File: src/rtl/crash_score_keeper_pkg.sv
// Shared game status macros and helpers for crash_score_keeper.
// Optional feature: BONUS_LIFE_EN (bonus pickups add a life).
`ifndef GAME_STATUS_BIT_LEN
`define GAME_STATUS_BIT_LEN 2
`define STATUS_PAUSE  2'd0
`define STATUS_RUN    2'd1
`define STATUS_PRERUN 2'd2
`define STATUS_OVER   2'd3
`endif

package crash_score_keeper_pkg;

  localparam int INVULN_CNT_W = 8;

  // Single BCD digit increment with carry; returns {carry_out, digit}.
  function automatic logic [4:0] bcd_digit_inc(input logic [3:0] d, input logic cin);
    if (!cin)
      return {1'b0, d};
    if (d >= 4'd9)
      return {1'b1, 4'd0};
    return {1'b0, d + 4'd1};
  endfunction

endpackage

File: src/rtl/crash_score_keeper_if.sv
// Game controller <-> score keeper bundle: crash strobes and frame timing in,
// score/lives/status flags out.
interface crash_score_keeper_if #(
  parameter int SCORE_DIGITS = 4,
  parameter int LIVES_W      = 3
);
  logic                            frame_end_i;
  logic [`GAME_STATUS_BIT_LEN-1:0] game_status_i;
  logic                            crash_me_enemy_i;
  logic                            crash_enemy_bullet_i;
  logic                            crash_me_bonus_i;
  logic [4*SCORE_DIGITS-1:0]       score_o;
  logic [LIVES_W-1:0]              lives_o;
  logic                            invuln_o;
  logic                            hit_pulse_o;
  logic                            gameover_o;

  modport master (
    output frame_end_i, game_status_i, crash_me_enemy_i, crash_enemy_bullet_i, crash_me_bonus_i,
    input  score_o, lives_o, invuln_o, hit_pulse_o, gameover_o
  );

  modport slave (
    input  frame_end_i, game_status_i, crash_me_enemy_i, crash_enemy_bullet_i, crash_me_bonus_i,
    output score_o, lives_o, invuln_o, hit_pulse_o, gameover_o
  );
endinterface

File: src/rtl/crash_score_keeper_bcd_sat_counter.sv
// Packed BCD up-counter with synchronous clear; holds once every digit is 9.
module bcd_sat_counter
  import crash_score_keeper_pkg::*;
#(
  parameter int DIGITS = 4
) (
  input  logic                  clk,
  input  logic                  rst,
  input  logic                  clr,
  input  logic                  inc,
  output logic [4*DIGITS-1:0]   value
);

  logic [4*DIGITS-1:0] nxt;
  logic                all_nines;

  always_comb begin
    logic       c;
    logic [4:0] r;
    nxt       = value;
    all_nines = 1'b1;
    c         = 1'b1;
    r         = '0;
    for (int i = 0; i < DIGITS; i++) begin
      r              = bcd_digit_inc(value[4*i +: 4], c);
      nxt[4*i +: 4]  = r[3:0];
      c              = r[4];
      if (value[4*i +: 4] != 4'd9)
        all_nines = 1'b0;
    end
  end

  always_ff @(posedge clk) begin
    if (rst || clr)
      value <= '0;
    else if (inc && !all_nines)
      value <= nxt;
  end

endmodule

File: src/rtl/crash_score_keeper.sv
// Turns per-pixel crash strobes into per-frame score/lives events.
// Define BONUS_LIFE_EN to let bonus pickups add a life each frame.
module crash_score_keeper
  import crash_score_keeper_pkg::*;
#(
  parameter int SCORE_DIGITS  = 4,
  parameter int LIVES_W       = 3,
  parameter int LIVES_INIT    = 3,
  parameter int INVULN_FRAMES = 60
) (
  input logic                  clk_vga,
  input logic                  rst,
  crash_score_keeper_if.slave  bus
);

  typedef enum logic [1:0] {
    S_IDLE   = 2'd0,
    S_PLAY   = 2'd1,
    S_INVULN = 2'd2,
    S_DEAD   = 2'd3
  } state_t;

  localparam logic [LIVES_W-1:0]      LIVES_MAX  = '1;
  localparam logic [LIVES_W-1:0]      LIVES_LOAD = LIVES_W'(LIVES_INIT);
  localparam logic [INVULN_CNT_W-1:0] INV_LOAD   = INVULN_CNT_W'(INVULN_FRAMES);

  state_t                  state;
  logic                    kill_f, hit_f;
  logic [LIVES_W-1:0]      lives, lives_b;
  logic [INVULN_CNT_W-1:0] inv_cnt;
  logic                    hit_pulse;
  logic [4*SCORE_DIGITS-1:0] score;
  logic                    is_run, is_pause, is_prerun, commit, score_inc;

  assign is_run    = (bus.game_status_i == `STATUS_RUN);
  assign is_pause  = (bus.game_status_i == `STATUS_PAUSE);
  assign is_prerun = (bus.game_status_i == `STATUS_PRERUN);
  assign commit    = bus.frame_end_i && !is_pause && !is_prerun;
  assign score_inc = commit && kill_f && (state == S_PLAY || state == S_INVULN);

  // Flags clear on frame_end, then a coincident crash opens the next frame's flag.
  always_ff @(posedge clk_vga) begin
    if (rst) begin
      kill_f <= 1'b0;
      hit_f  <= 1'b0;
    end else if (bus.frame_end_i) begin
      kill_f <= is_run && bus.crash_enemy_bullet_i;
      hit_f  <= is_run && bus.crash_me_enemy_i;
    end else if (is_run) begin
      kill_f <= kill_f || bus.crash_enemy_bullet_i;
      hit_f  <= hit_f  || bus.crash_me_enemy_i;
    end
  end

`ifdef BONUS_LIFE_EN
  logic bonus_f;

  always_ff @(posedge clk_vga) begin
    if (rst)
      bonus_f <= 1'b0;
    else if (bus.frame_end_i)
      bonus_f <= is_run && bus.crash_me_bonus_i;
    else if (is_run)
      bonus_f <= bonus_f || bus.crash_me_bonus_i;
  end

  // Bonus lands before the hit decrement so bonus+hit in one frame nets zero.
  assign lives_b = (bonus_f && lives != LIVES_MAX) ? lives + 1'b1 : lives;
`else
  logic unused_bonus;
  assign unused_bonus = bus.crash_me_bonus_i;
  assign lives_b      = lives;
`endif

  always_ff @(posedge clk_vga) begin
    if (rst) begin
      state     <= S_IDLE;
      lives     <= LIVES_LOAD;
      inv_cnt   <= '0;
      hit_pulse <= 1'b0;
    end else begin
      hit_pulse <= 1'b0;
      if (is_prerun) begin
        state <= S_IDLE;
        lives <= LIVES_LOAD;
      end else begin
        case (state)
          S_IDLE:
            if (is_run)
              state <= S_PLAY;
          S_PLAY:
            if (commit) begin
              if (hit_f && lives_b != '0) begin
                lives     <= lives_b - 1'b1;
                hit_pulse <= 1'b1;
                if (lives_b == LIVES_W'(1)) begin
                  state <= S_DEAD;
                end else begin
                  inv_cnt <= INV_LOAD;
                  state   <= S_INVULN;
                end
              end else begin
                lives <= lives_b;
              end
            end
          S_INVULN:
            if (commit) begin
              lives   <= lives_b;
              inv_cnt <= inv_cnt - 1'b1;
              if (inv_cnt == INVULN_CNT_W'(1))
                state <= S_PLAY;
            end
          S_DEAD: ;
          default: state <= S_IDLE;
        endcase
      end
    end
  end

  bcd_sat_counter #(.DIGITS(SCORE_DIGITS)) u_score (
    .clk   (clk_vga),
    .rst   (rst),
    .clr   (is_prerun),
    .inc   (score_inc),
    .value (score)
  );

  assign bus.score_o     = score;
  assign bus.lives_o     = lives;
  assign bus.invuln_o    = (state == S_INVULN);
  assign bus.hit_pulse_o = hit_pulse;
  assign bus.gameover_o  = (state == S_DEAD);

endmodule
File: src/flat_wrapper.sv
// flat-port wrapper written by rule: the top's interface ports become plain ports
module crash_score_keeper_flat import crash_score_keeper_pkg::*;
#(
  parameter int SCORE_DIGITS  = 4,
  parameter int LIVES_W       = 3,
  parameter int LIVES_INIT    = 3,
  parameter int INVULN_FRAMES = 60
)
  (clk_vga, rst, bus_frame_end_i, bus_game_status_i, bus_crash_me_enemy_i, bus_crash_enemy_bullet_i, bus_crash_me_bonus_i, bus_score_o, bus_lives_o, bus_invuln_o, bus_hit_pulse_o, bus_gameover_o);
  crash_score_keeper_if #(.SCORE_DIGITS(SCORE_DIGITS), .LIVES_W(LIVES_W)) bus_i ();
  input logic clk_vga;
  input logic rst;
  input wire logic [$bits(bus_i.frame_end_i)-1:0] bus_frame_end_i;
  input wire logic [$bits(bus_i.game_status_i)-1:0] bus_game_status_i;
  input wire logic [$bits(bus_i.crash_me_enemy_i)-1:0] bus_crash_me_enemy_i;
  input wire logic [$bits(bus_i.crash_enemy_bullet_i)-1:0] bus_crash_enemy_bullet_i;
  input wire logic [$bits(bus_i.crash_me_bonus_i)-1:0] bus_crash_me_bonus_i;
  output wire logic [$bits(bus_i.score_o)-1:0] bus_score_o;
  output wire logic [$bits(bus_i.lives_o)-1:0] bus_lives_o;
  output wire logic [$bits(bus_i.invuln_o)-1:0] bus_invuln_o;
  output wire logic [$bits(bus_i.hit_pulse_o)-1:0] bus_hit_pulse_o;
  output wire logic [$bits(bus_i.gameover_o)-1:0] bus_gameover_o;
  assign bus_i.frame_end_i = bus_frame_end_i;
  assign bus_i.game_status_i = bus_game_status_i;
  assign bus_i.crash_me_enemy_i = bus_crash_me_enemy_i;
  assign bus_i.crash_enemy_bullet_i = bus_crash_enemy_bullet_i;
  assign bus_i.crash_me_bonus_i = bus_crash_me_bonus_i;
  assign bus_score_o = bus_i.score_o;
  assign bus_lives_o = bus_i.lives_o;
  assign bus_invuln_o = bus_i.invuln_o;
  assign bus_hit_pulse_o = bus_i.hit_pulse_o;
  assign bus_gameover_o = bus_i.gameover_o;
  crash_score_keeper #(.SCORE_DIGITS(SCORE_DIGITS), .LIVES_W(LIVES_W), .LIVES_INIT(LIVES_INIT), .INVULN_FRAMES(INVULN_FRAMES)) u_core (.clk_vga(clk_vga), .rst(rst), .bus(bus_i));
endmodule
File: config.mk
export PLATFORM = sky130hd
export DESIGN_NAME = crash_score_keeper_flat
export DESIGN_NICKNAME = d
export VERILOG_FILES = /design/src/rtl/crash_score_keeper_pkg.sv /design/src/rtl/crash_score_keeper_if.sv /design/src/rtl/crash_score_keeper_bcd_sat_counter.sv /design/src/rtl/crash_score_keeper.sv /design/src/flat_wrapper.sv
export SDC_FILE = /design/constraint.sdc
export NUM_CORES = 1
export LEC_CHECK = 0
export ABC_AREA = 1
export ABC_CLOCK_PERIOD_IN_PS = 4300
export BUFFER_PORTS_ARGS = -buffer_cell sky130_fd_sc_hd__buf_2
export CORE_MARGIN = 4
export CORE_UTILIZATION = 41
export CTS_CLUSTER_SIZE = 16
export DETAILED_ROUTE_END_ITERATION = 12
export PLACE_DENSITY = 0.62
export SYNTH_ARGS = -nofsm -noshare
export SYNTH_HDL_FRONTEND = slang
export SYNTH_SLANG_ARGS = --single-unit
File: constraint.sdc
create_clock -name clk_vga -period 4.3 [get_ports clk_vga]
set_clock_uncertainty 0.1 [all_clocks]
set_input_delay 0.43 -clock clk_vga [delete_from_list [all_inputs] [get_ports clk_vga]]
set_output_delay 0.43 -clock clk_vga [all_outputs]
set_load 0.02 [all_outputs]
==> results of run 1 <==
## synth_stat cells
library cell   n  area [µm²]
a21oi_1       18        90.1
nand2_2        6        37.5
nor2_2         2        12.5
nand2_1       80         300
dfxtp_1       32         641
nand3_1       25         125
nor3_1         3        15.0
inv_2          1        3.75
a21oi_2        1        8.76
o21ai_1        2        10.0
buf_6          1        11.3
or2_0          1        6.26
nor2_1        37         139
o21ai_0       11        55.1
inv_1         43         161
nor2_4         3        33.8
clkinv_1       1        3.75
ha_1          21         263
o31ai_1        1        7.51
or2_1          1        6.26
buf_4          1        7.51
xor2_1         3        26.3
a31oi_1        1        6.26
nand4_1        5        31.3
nand3_2        1        10.0
or2_2          2        12.5
xnor2_1        1        8.76
## power by group
part | switching, mW | internal (mW) | leakage (nW) | total (mW)
sequential | 0.0117 | 0.310 | 0.259 | 0.322
combinational | 0.0866 | 0.0494 | 0.786 | 0.136
clock | 0.115 | 0.131 | 0.0455 | 0.245
## how the worst min path moves through the flow
stage                        startpoint       endpoint  cells past startpoint
after CTS                           rst  u_core.kill_f                      2
after global placement    u_core.kill_f  u_core.kill_f                      2
after detailed placement  u_core.kill_f  u_core.kill_f                      2
after global routing                rst  u_core.kill_f                      2
after floorplan            u_core.hit_f   u_core.hit_f                      2
final                               rst  u_core.kill_f                      2
## cells by family after synthesis
| logic type | synth area share (%) |
|---|---|
| AO/OA/AOI/OAI | 8.74 |
| XOR/XNOR | 1.72 |
| adder cells (fa/ha/maj) | 12.9 |
| buffers and inverters | 9.23 |
| flip-flops | 31.5 |
| AND/OR/NAND/NOR | 35.9 |
## stage by stage
stage	setup WS, ps	power, mW
2_1_floorplan	2520	0.439
3_3_place_gp	2150	0.462
3_5_place_dp	2160	0.464
4_1_cts	2140	0.713
5_1_grt	1960	0.751
6_report	2150	0.703
## routing by layer
metal	wire length (µm)	track usage (%)
met3	169	3.21
met2	1880	25.3
met4	73	6.47
met5	0	0
met1	2010	18.6
## registers in the layout, summed over array words and instances, names as in the netlist
register	count
u_core.inv_cnt	8
u_core.u_score.value	16
u_core.bus.hit_pulse_o	1
u_core.hit_f	1
u_core.state	2
u_core.kill_f	1
u_core.bus.lives_o	3
## area by class of cell
type	instances	area, µm²	share of cell area, %
well taps	67	83.8	3.60
multi-input cells	225	1200	51.7
clock buffers	8	90.1	3.87
repair buffers	28	140	6.02
inverters	45	169	7.25
flip-flops and latches	32	641	27.5
==> flow_summary_export.csv, run 1 <==
group,metric,value,unit
run_status,status,"completed",
synth,syn_inst,304,
synth,synth-warning-count,0,
sta,holdWs,299,ps
floorplan,initial_utilization,42.8,%
clock_tree,cts-buffers-inserted,5,
drt,wl_per_cell,10.2,µm
drt,drc,0,
floorplan,rows,25,
setup_path,arrival,2220,ps
setup_path,crit_fanout,11,
sta,maxSlewViolCount,0,
drt,firstDrtPassIters,5,
global_routing,gr-total-overflow,0,
sta,finalCritPeriodShare,49.9,%
sta,final-hold-violation-count,0,
clock_tree,clkTransAtPathRegs,60,ps
worst_hold_path,hp-class,"input pin to register",
clock_tree,cts-resized-gates,0,
setup_path,cp_num_buf_inv,2,
sta,rsz0062_at_grt,"false",
floorplan,ios,30,
setup_path,slowest_stage,"dfxtp_1",
floorplan,die_x,78.4,µm
drt,antenna_left,0,
floorplan,die_area,0.00615,mm²
placed_design,io_buffers,28,
global_routing,grt_pass1_wl,7.51,mm
global_routing,first_global_vias,1807,
flow_run,cap_viol_max_count,0,
setup_path,reg2reg_slack,2150,ps
placed_design,placed_area,0.00224,mm²
synth,netlist-cell-type-count,27,
drt,totalWireLength,4.13,mm
synth,syn_avg_cell_area,6.69,µm²
synth,synthesis.nets,333,
setup_path,cp-endpoint,"u_core.inv_cnt[7]",
clock_tree,clock-sinks,32,
cells_and_area,synthToLayoutAreaGrowth,14.5,%
setup_path,critPathMaxStageDelay,360,ps
synth,ys_ff_latch,32,
sta,final-setup-viol-count,0,
clock_tree,holdBufCountCts,0,
setup_path,cpLargestDelayFamily,"simple AND/OR/NAND/NOR gates",
synth,ys_seq_area_share,31.5,%
power,ir_worst_vdd,0.155,mV
cells_and_area,fin_util,49.0,%
global_routing,antenna_found_initial,0,
setup_path,crit_top_cell,"inv_1",
clock_tree,htree_levels,2,
cells_and_area,final_cell_area,0.00233,mm²
floorplan,die_h,78.4,µm
global_routing,grt_use_total,15.1,%
clock_tree,cts_root_buf,"clkbuf_8",
placed_design,dp.cells,397,
clock_tree,clockBufferDepth,2,
drt,vias,1868,
setup_path,cp.depth,9,
setup_path,start_kind,"register",
setup_path,crit_chain,"inv_1 > ha_1 > or2_1 > nand2_1 > nand2_2 > nor2_4 > inv_1 > o21ai_1 > nor2_1",
drt,drt_iter0_drc,59,
sta,worstMarginPinSlew,442,ps
setup_path,r2r-start,"u_core.state[0]",
cells_and_area,num_antenna_cells,0,
global_routing,grt_start_max_net_pins,15,
sta,fin_tns_setup,0,ps
placed_design,dp.final_hpwl,3.15,mm
setup_path,worstSetupPathType,"register to register",
cells_and_area,layout-drive-gt1-share,14.8,%
clock_tree,clock_latency,290,ps
setup_path,worst_ep_required_time,4380,ps
cells_and_area,final_cell_mix,"nand2_1, inv_1, nor2_1, dfxtp_1, buf_2",
power,cellLeakagePower,1.09,nW
sta,period_minus_slack,2150,ps
power,powerDensity,302,mW/mm²
synth,syn_area,0.00203,mm²
cells_and_area,mostFrequentLayoutCell,"nand2_1",
placed_design,routabilityCongestion,0.765,
floorplan,core,0.00475,mm²
cells_and_area,num-fill-cells,490,
drt,routed_via_density,4.61,
setup_path,r2r_end,"u_core.inv_cnt[7]",
sta,clock.fmax,466,MHz
sta,slew_headroom,70.5,%
cells_and_area,nets,366,
setup_path,rr_worst_depth,9,
setup_path,crit_start,"u_core.state[0]",
setup_path,endpoint_kind,"register",
clock_tree,post_cts_buffers,0,
clock_tree,cts_tree,"done",
cells_and_area,final_cell_count_no_fill,405,
No activity file was read; power rests on OpenSTA's default activity.
==> run 2: changes to the inputs <==
- ABC_AREA: 1 -> 0
- ABC_CLOCK_PERIOD_IN_PS: 4300 -> 1700
- PLACE_DENSITY: 0.62 -> 0.64
- clock period: 4.3 -> 1.7 ns (I/O delays scaled with it)
==> run 2 against run 1 <==
  * The run now ends with setup timing left
  * Routed wire length grew 37%
  * Critical path depth shrank 3
  * Synthesized area shrank 0.31%
  * Hold slack lost 280 ps
  * Power grew 130%
  * Sequential share of layout area shrank 6.7 points
  * Utilization grew 19 points
  * Fmax grew 1.2%
  * Count of clock-buffer cells in the layout is the same
  * Flip-flop and latch count is the same
  * Sequential power grew 130%
  * Largest cell class unchanged
  * Largest power group unchanged
  * Highest routed layer unchanged
==> flow_summary_export.csv, run 2 <==
group,metric,value,unit
sta,period_minus_slack,2120,ps
global_routing,gr-total-overflow,0,
sta,clock.fmax,471,MHz
cells_and_area,layout-drive-gt1-share,54.3,%
flow_run,cap_viol_max_count,0,
global_routing,antenna_found_initial,0,
placed_design,dp.cells,391,
floorplan,ios,30,
clock_tree,clkTransAtPathRegs,70,ps
drt,vias,2131,
drt,firstDrtPassIters,4,
setup_path,crit_fanout,5,
synth,syn_inst,244,
synth,synthesis.nets,273,
sta,fin_tns_setup,-4080,ps
synth,synth-warning-count,0,
global_routing,first_global_vias,2192,
sta,fin_ws,-421,ps
power,combPwrFrac,11.6,%
power,cellLeakagePower,1.35,nW
worst_hold_path,hp-class,"input pin to register",
synth,synth_edf_count,0,
run_status,violations,"setup timing",
run_status,status,"finished, violations left",
drt,drc,0,
power,powerDensity,491,mW/mm²
sta,final-hold-violation-count,0,
cells_and_area,multi_input_area,0.00156,mm²
sta,worstMarginPinSlew,379,ps
power,ir_worst_vdd,0.363,mV
cells_and_area,num_antenna_cells,0,
synth,ys_seq_area_share,31.6,%
sta,final-setup-viol-count,23,
clock_tree,clockBufferDepth,2,
cells_and_area,largest_reg_flops,16,
cells_and_area,final_cell_mix,"buf_4, buf_2, dfxtp_1, nand2_1",
cells_and_area,mostFrequentLayoutCell,"buf_4",
power,power.switching,385,µW
floorplan,die_area,0.00613,mm²
setup_path,endpoint_kind,"register",
placed_design,routabilityCongestion,0.886,
cells_and_area,regMostFlops,"u_core.u_score.value",
synth,synth_area_leader_cell,"dfxtp_1",
drt,wl_per_cell,13.7,µm
clock_tree,htree_levels,2,
synth,ys_top_cells_by_area,"dfxtp_1, ha_1, inv_1",
floorplan,die_h,78.3,µm
setup_path,worstSetupPathType,"register to register",
synth,synth_top_area_share,31.6,%
sta,maxSlewViolCount,0,
power,pwr-share-clk,41.3,%
synth,ys_ff_latch,32,
worst_hold_path,hp-start,"bus_crash_me_enemy_i",
setup_path,rr_worst_depth,6,
setup_path,crit_start,"u_core.state[0]",
floorplan,initial_utilization,42.6,%
power,pwr-share-seq,47.1,%
synth,syn_avg_cell_area,8.31,µm²
synth,ys_async_sr_fraction,0,%
cells_and_area,num-fill-cells,395,
setup_path,start_kind,"register",
cells_and_area,final_cell_count_no_fill,413,
clock_tree,cts-buffers-inserted,5,
clock_tree,cts_tree,"done",
synth,synth_most_common_cell,"dfxtp_1",
setup_path,r2r-start,"u_core.state[0]",
drt,drt_iter0_drc,51,
setup_path,arrival,2200,ps
cells_and_area,nets,374,
synth,ys_top_cells_by_count,"dfxtp_1, inv_1, ha_1, nand2_1, nor2_1",
power,p_int,1.21,mW
drt,antenna_left,0,
sta,slew_headroom,74.5,%
floorplan,rows,25,
worst_hold_path,hold_depth,3,
global_routing,grt_use_total,19.7,%
floorplan,die_x,78.3,µm
setup_path,worst_ep_required_time,1770,ps
clock_tree,clock-sinks,32,
sta,rsz0062_at_grt,"true",
floorplan,core,0.00475,mm²
placed_design,io_buffers,28,
clock_tree,clock_latency,280,ps
power,p_sw_share,24.2,%
synth,netlist-cell-type-count,49,
synth,ys.flop_type,"dfxtp_1",
global_routing,grt_start_max_net_pins,14,
drt,totalWireLength,5.68,mm
synth,syn_area,0.00203,mm²
cells_and_area,ff_latch_area,673,µm²
placed_design,dp.final_hpwl,4.04,mm
drt,routed_via_density,5.16,
sta,finalCritPeriodShare,125,%
clock_tree,cts_root_buf,"clkbuf_8",
cells_and_area,synthToLayoutAreaGrowth,59.9,%
global_routing,grt_pass1_wl,9.74,mm
==> run 2: path summary, 6_finish.rpt <==
path / endpoint / slack (ps)
worst max-delay path: u_core.u_score.value[15] / -420
worst min-delay path: u_core.hit_f / 20
worst max register to register: u_core.u_score.value[15] / -420
worst min register to register: u_core.inv_cnt[7] / 420
==> run 2: kinds of logic after synthesis <==
| group | share of synthesized area (%) |
|---|---|
| flip-flops | 31.6 |
| AND/OR/NAND/NOR | 28.6 |
| adder cells (fa/ha/maj) | 13.0 |
| buffers and inverters | 6.11 |
| XOR/XNOR | 0.864 |
| AO/OA/AOI/OAI | 18.3 |
| multiplexers | 1.48 |
==> run 2: metal layers <==
metal | vias up | track usage [%] | share of wire [%]
li1 | 1092 | - | -
met1 | 991 | 23.9 | 47
met2 | 38 | 34.2 | 48
met3 | 10 | 4.13 | 3.2
met4 | 0 | 6.82 | 2.1
met5 | - | 0 | 0
==> run 2: stage by stage <==
step / power (mW) / hold WS, ps / worst slack [ps] / cell area, µm² / utilization (%)
2_1_floorplan: 0.848 / 206 / -450 / 2130 / -
3_3_place_gp: 0.904 / 317 / -359 / 2750 / 57.8
3_5_place_dp: 0.905 / 319 / -420 / 2750 / 57.8
4_1_cts: 1.60 / 17.4 / -424 / 3140 / 66.0
5_1_grt: 1.65 / 55.8 / -475 / 3240 / 68.2
6_report: 1.59 / 21.9 / -421 / 3240 / 68.2
==> run 2: area by class of cell <==
cell class / count / share of cell area [%]
clock buffer: 8 / 3.09
inverter: 22 / 2.70
multi-input combinational: 181 / 48.1
sequential: 32 / 20.8
tap: 67 / 2.59
timing repair buffer: 103 / 22.7
==> run 2: critical path, stage by stage (launching register included) <==
cell and delay, ps:
dfxtp_2 330, inv_2 50, ha_4 260, nand4_1 110
or4_4 560, or3_4 380, o221a_4 220
==> run 2: power groups by stage <==
stage / Combinational, mW / Clock [mW] / Sequential, mW
after floorplan: 0.0812 / 0 / 0.767
after global placement: 0.138 / 0 / 0.766
after detailed placement: 0.139 / 0 / 0.766
after CTS: 0.180 / 0.674 / 0.750
after global routing: 0.200 / 0.702 / 0.750
final: 0.185 / 0.656 / 0.750
==> run 2: timing repair <==
| action | in CTS | in global routing |
|---|---|---|
| pin swaps | 29 | 15 |
| resized for setup | 57 | 19 |
| buffers inserted | 11 | 5 |
| hold buffers | 0 | 0 |
| setup endpoints to repair | 26 | 26 |
